<file path="config.mk">
export PLATFORM = sky130hd
export DESIGN_NAME = cic_interpolator
export DESIGN_NICKNAME = d
export VERILOG_FILES = /design/src/rtl/cic_pkg.sv /design/src/rtl/cic_comb.sv /design/src/rtl/cic_interpolator.sv
export SDC_FILE = /design/constraint.sdc
export NUM_CORES = 1
export LEC_CHECK = 0
export CORE_MARGIN = 10
export CORE_UTILIZATION = 64
export CTS_CLUSTER_DIAMETER = 30
export DETAILED_ROUTE_END_ITERATION = 10
export PLACE_DENSITY = 0.92
export SYNTH_ARGS = -nofsm -noshare
export SYNTH_HDL_FRONTEND = slang
export SYNTH_HIERARCHICAL = 1
export SYNTH_SLANG_ARGS = --single-unit
</file>
<file path="constraint.sdc">
create_clock -name out_clk_i -period 4.84 [get_ports out_clk_i]
set_input_delay 0.968 -clock out_clk_i [delete_from_list [all_inputs] [get_ports out_clk_i]]
set_output_delay 0.968 -clock out_clk_i [all_outputs]
set_load 0.05 [all_outputs]
</file>
<file path="src/rtl/cic_pkg.sv">
// Shared CIC filter parameters, common to the interpolator and the decimator.
package cic_pkg;
  localparam int NUM_STAGES = 3;
  localparam int STG_GSZ    = 5;
  localparam int ISZ        = 16;
  localparam int OSZ        = ISZ + (NUM_STAGES - 1) * STG_GSZ;
  localparam int R          = 1 << STG_GSZ;
endpackage

</file>
<file path="src/rtl/cic_comb.sv">
// One gated comb stage: diff <= x - dly, dly <= x on enabled clocks, hold otherwise.
module cic_comb
  import cic_pkg::*;
#(
  parameter int W = OSZ
) (
  input  logic                clk_i,
  input  logic                rst_i,
  input  logic                en_i,
  input  logic signed [W-1:0] x_i,
  output logic signed [W-1:0] diff_o
);

  logic signed [W-1:0] dly_q, dly_d;
  logic signed [W-1:0] diff_q, diff_d;

  always_comb begin
    dly_d  = dly_q;
    diff_d = diff_q;
    if (en_i) begin
      diff_d = x_i - dly_q;
      dly_d  = x_i;
    end
  end

  always_ff @(posedge clk_i or posedge rst_i) begin
    if (rst_i) begin
      dly_q  <= '0;
      diff_q <= '0;
    end else begin
      dly_q  <= dly_d;
      diff_q <= diff_d;
    end
  end

  assign diff_o = diff_q;

endmodule

</file>
<file path="src/rtl/cic_interpolator.sv">
// CIC interpolator: gated comb chain at the input rate, zero-stuffing upsampler,
// integrator cascade at the output rate, all on the single output-rate clock.
module cic_interpolator #(
  parameter int NUM_STAGES = cic_pkg::NUM_STAGES,
  parameter int STG_GSZ    = cic_pkg::STG_GSZ,
  parameter int ISZ        = cic_pkg::ISZ,
  parameter int OSZ        = ISZ + (NUM_STAGES - 1) * STG_GSZ
) (
  input  logic                  out_clk_i,
  input  logic                  reset_i,
  input  logic                  enable_i,
  input  logic signed [ISZ-1:0] in_i,
  input  logic                  in_valid_i,
  output logic                  in_ready_o,
  input  logic                  underrun_clr_i,
  output logic signed [OSZ-1:0] out_o,
  output logic                  out_valid_o,
  output logic                  underrun_o
);
  import cic_pkg::*;

  logic [STG_GSZ-1:0]    phase_q, phase_d;
  logic [NUM_STAGES:0]   en_q, en_d;
  logic signed [OSZ-1:0] slot_x_q, slot_x_d;
  logic signed [OSZ-1:0] integ_q [NUM_STAGES];
  logic signed [OSZ-1:0] integ_d [NUM_STAGES];
  logic signed [OSZ-1:0] comb_x  [NUM_STAGES];
  logic signed [OSZ-1:0] comb_y  [NUM_STAGES];
  logic signed [OSZ-1:0] up;
  logic                  underrun_q, underrun_d;
  logic                  out_valid_q;
  logic                  slot_take;

  assign slot_take  = enable_i && (phase_q == '0);
  assign in_ready_o = slot_take && !reset_i;

  // en_q[k] marks that comb k fires on the coming edge; en_q[NUM_STAGES] marks the
  // single clock per slot on which the last comb output reaches the integrators.
  for (genvar k = 0; k < NUM_STAGES; k++) begin : g_comb
    if (k == 0) begin : g_first
      assign comb_x[k] = slot_x_q;
    end else begin : g_next
      assign comb_x[k] = comb_y[k-1];
    end

    cic_comb #(.W(OSZ)) u_comb (
      .clk_i  (out_clk_i),
      .rst_i  (reset_i),
      .en_i   (en_q[k] && enable_i),
      .x_i    (comb_x[k]),
      .diff_o (comb_y[k])
    );
  end

  always_comb begin
    phase_d    = phase_q;
    en_d       = en_q;
    slot_x_d   = slot_x_q;
    underrun_d = underrun_q;
    integ_d    = integ_q;
    up         = '0;

    if (en_q[NUM_STAGES]) up = comb_y[NUM_STAGES-1];

    if (enable_i) begin
      phase_d = phase_q + 1'b1;
      en_d    = {en_q[NUM_STAGES-1:0], slot_take};
      if (slot_take) begin
        slot_x_d = in_valid_i ? OSZ'(in_i) : '0;
      end
      integ_d[0] = integ_q[0] + up;
      for (int i = 1; i < NUM_STAGES; i++) begin
        integ_d[i] = integ_q[i] + integ_q[i-1];
      end
    end

    // A missed slot in the same cycle as a clear must leave the flag set.
    if (slot_take && !in_valid_i) begin
      underrun_d = 1'b1;
    end else if (underrun_clr_i) begin
      underrun_d = 1'b0;
    end
  end

  always_ff @(posedge out_clk_i or posedge reset_i) begin
    if (reset_i) begin
      phase_q     <= '0;
      en_q        <= '0;
      slot_x_q    <= '0;
      underrun_q  <= 1'b0;
      out_valid_q <= 1'b0;
      for (int i = 0; i < NUM_STAGES; i++) integ_q[i] <= '0;
    end else begin
      phase_q     <= phase_d;
      en_q        <= en_d;
      slot_x_q    <= slot_x_d;
      underrun_q  <= underrun_d;
      out_valid_q <= enable_i;
      for (int i = 0; i < NUM_STAGES; i++) integ_q[i] <= integ_d[i];
    end
  end

  assign out_o       = integ_q[NUM_STAGES-1];
  assign out_valid_o = out_valid_q;
  assign underrun_o  = underrun_q;

endmodule

</file>
==> impl_metrics.env <==
export IMPL_rsz0062_at_grt="no"
export IMPL_outcome="finished clean"
export IMPL_grt_overflow=0
export IMPL_synth_edf_count=0
export IMPL_r2r_end="integ_q[72]$_DFFE_PP0P_"
export IMPL_crit_path_end_kind="output port"
export IMPL_via_per_inst=6.36
export IMPL_rows=61
export IMPL_place_area_um2=18300
export IMPL_hold_viol_final=0
export IMPL_post_cts_setup_buffers=0
export IMPL_port_buffers=49
export IMPL_layout_nets=2122
export IMPL_clock_sinks=261
export IMPL_met3WireLength_mm=2.52
export IMPL_design_area_um2=20300
export IMPL_synth_xor_area_frac=0.0595
export IMPL_grt_max_degree=93
export IMPL_cts_resized=0
export IMPL_synth_seq_cells=261
export IMPL_fin_crit_ps=3670
export IMPL_grt_total_usage=0.248
export IMPL_synth_warnings=6
export IMPL_path_class="reg -> out"
export IMPL_rrSetupSlack_ps=1290
export IMPL_grt_pass1_vias=15600
export IMPL_grt_pass1_wl_mm=75.4
export IMPL_finalSetupViolations=0
export IMPL_synth_adder_area_share=0.113
export IMPL_skew_ps=38.8
export IMPL_synth_compound_area_frac=0.205
export IMPL_hpwl_mm=28.0
export IMPL_top_layer="met4"
export IMPL_yosys_area_top_type="dfrtp_1"
export IMPL_die_area_um2=34900
export IMPL_drt_initial_drc_count=1424
export IMPL_gp_congestion=0.916
export IMPL_syn_nets=2117
export IMPL_antenna_cells=0
export IMPL_drt_total_wl_mm=44.4
export IMPL_worst_endpoint_required_ps=3870
export IMPL_slew_viol_final=0
export IMPL_arrival_ps=2700
export IMPL_cp_start_kind="register"
export IMPL_max_freq_mhz=273
export IMPL_fp_dieH_um=187
export IMPL_rr_worst_depth=12
export IMPL_drive_gt1_frac=0.131
export IMPL_r2r_start="en_q[3]$_DFFE_PP0P_"
export IMPL_hold_path_class="reg -> reg"
export IMPL_hold_end="out_o[25]$_DFFE_PP0P_"
export IMPL_worstSkewPairLatency_ps=560
export IMPL_cts_tree="built"
export IMPL_synth_mux_area_frac=0.0729
export IMPL_wl_met2_mm=23.1
export IMPL_mostFrequentLayoutCell="dfrtp_1"
export IMPL_syn_cell_area_um2=17800
export IMPL_antenna_found_initial=0
export IMPL_path_clk_slew_ps=50
export IMPL_syn_inst=1938
export IMPL_initial_core_util=0.645
export IMPL_holdCritStartpoint="out_o[25]$_DFFE_PP0P_"
export IMPL_setup_tns_ps=0
export IMPL_hold_buffers=0
export IMPL_seq_area_frac_synth=0.366
export IMPL_drtPass1Iterations=6
export IMPL_syn_area_per_cell_um2=9.20
export IMPL_wl_met1_mm=16.9
export IMPL_area_delta_synth_final_pct=13.9
export IMPL_die_x_um=187
export IMPL_min_period_over_period=0.758
export IMPL_max_cap_violations=0
export IMPL_wl_per_cell_um=18.8
export IMPL_synth_top_family_by_area="compound AO/OA/AOI/OAI gates"
export IMPL_vias=15000
export IMPL_ys_async_sr_fraction=1.00
export IMPL_synth_cell_types=79
export IMPL_yosys_area_share_simple=0.125
export IMPL_drc=0
export IMPL_core_area_um2=27600
export IMPL_cts_root_buf="clkbuf_16"
export IMPL_layout_common_cells="dfrtp_1, nand2_1, o21ai_0"
export IMPL_min_path_cells=1
export IMPL_cp_max_fo=35
export IMPL_relSlewSlack=0.232
export IMPL_yosys_top_cells_area="dfrtp_1, ha_1, mux2_2, o21ai_0, xnor2_1"
export IMPL_io_pins=50
export IMPL_synth_top_cell_area_share=0.366
export IMPL_h_tree_depth=2
export IMPL_ant_nets=0
export IMPL_cts_buffers=52
export IMPL_tightest_slew_ps=1150
export IMPL_cts_path_max_buffers=3
export IMPL_synthFlopType="dfrtp_1"
[worst max path at each step]
stage	from	end	slack [ps]	cells past startpoint
finish	phase_q[0]$_DFFE_PP0P_	in_ready_o	1170	6
global route	en_q[3]$_DFFE_PP0P_	integ_q[74]$_DFFE_PP0P_	980	12
CTS	phase_q[0]$_DFFE_PP0P_	in_ready_o	1210	6
detailed placement	en_q[3]$_DFFE_PP0P_	integ_q[72]$_DFFE_PP0P_	1380	12
global placement	en_q[3]$_DFFE_PP0P_	integ_q[72]$_DFFE_PP0P_	1410	12
floorplan	reset_i	en_q[0]$_DFFE_PP0P_	1110	1
[cell families (layout without fill, tap and decap cells)]
family | after synthesis | after routing
simple gates | 475 | 475
fa+ha+maj | 158 | 158
buf+inv | 239 | 288
mux | 115 | 115
compound gates | 569 | 569
flops | 261 | 261
xor+xnor | 121 | 121
[critical path, cell delays in order (launching register included)]
cell	delay, ps
dfrtp_1	440
inv_1	110
ha_1	160
nand2_1	60
or4_1	860
nor2_1	270
buf_4	240
[layer usage]
layer  global-route usage  vias to the layer above
met5                    0                        -
met1                0.273                     7288
met2                0.450                      674
li1                     -                     6890
met3               0.0462                      192
met4                0.121                        0
[Yosys cell counts, drive strengths merged (40+ instances only)]
cell,instances
buf,40
dfrtp,261
a21o,58
nand2,198
xnor2,86
nor2,94
clkbuf,67
ha,152
mux2,109
a21oi,141
inv,128
o21ai,177
[state kept, by name (all words and copies together) (netlist names)]
register,flops
underrun_o,1
out_o,26
g_comb.u_comb/diff_o,78
integ_q,52
out_valid_o,1
g_comb.u_comb/dly_q,78
slot_x_q,16
en_q,4
phase_q,5
[through the flow]
stage	utilization	worst slack (ps)	cells	hold WS, ps
2_1_floorplan	-	1110	1938	439
5_1_grt	0.735	980	2365	502
3_5_place_dp	0.663	1380	2267	465
6_report	0.735	1170	2365	467
3_3_place_gp	0.663	1410	2267	457
4_1_cts	0.735	1210	2365	472
[cell type report]
| type | instances | area, µm² |
|---|---|---|
| Multi-Input combinational cell | 1438 | 10300 |
| Fill cell | 1717 | 7320 |
| Sequential cell | 261 | 6530 |
| Clock buffer | 58 | 1370 |
| Clock inverter | 40 | 617 |
| Timing Repair Buffer | 58 | 553 |
| Inverter | 132 | 498 |
| Tap cell | 378 | 473 |
Power is left out: the tool's default activity adds up to more than one toggle a clock period on the data nets, which glitch-free logic cannot reach.
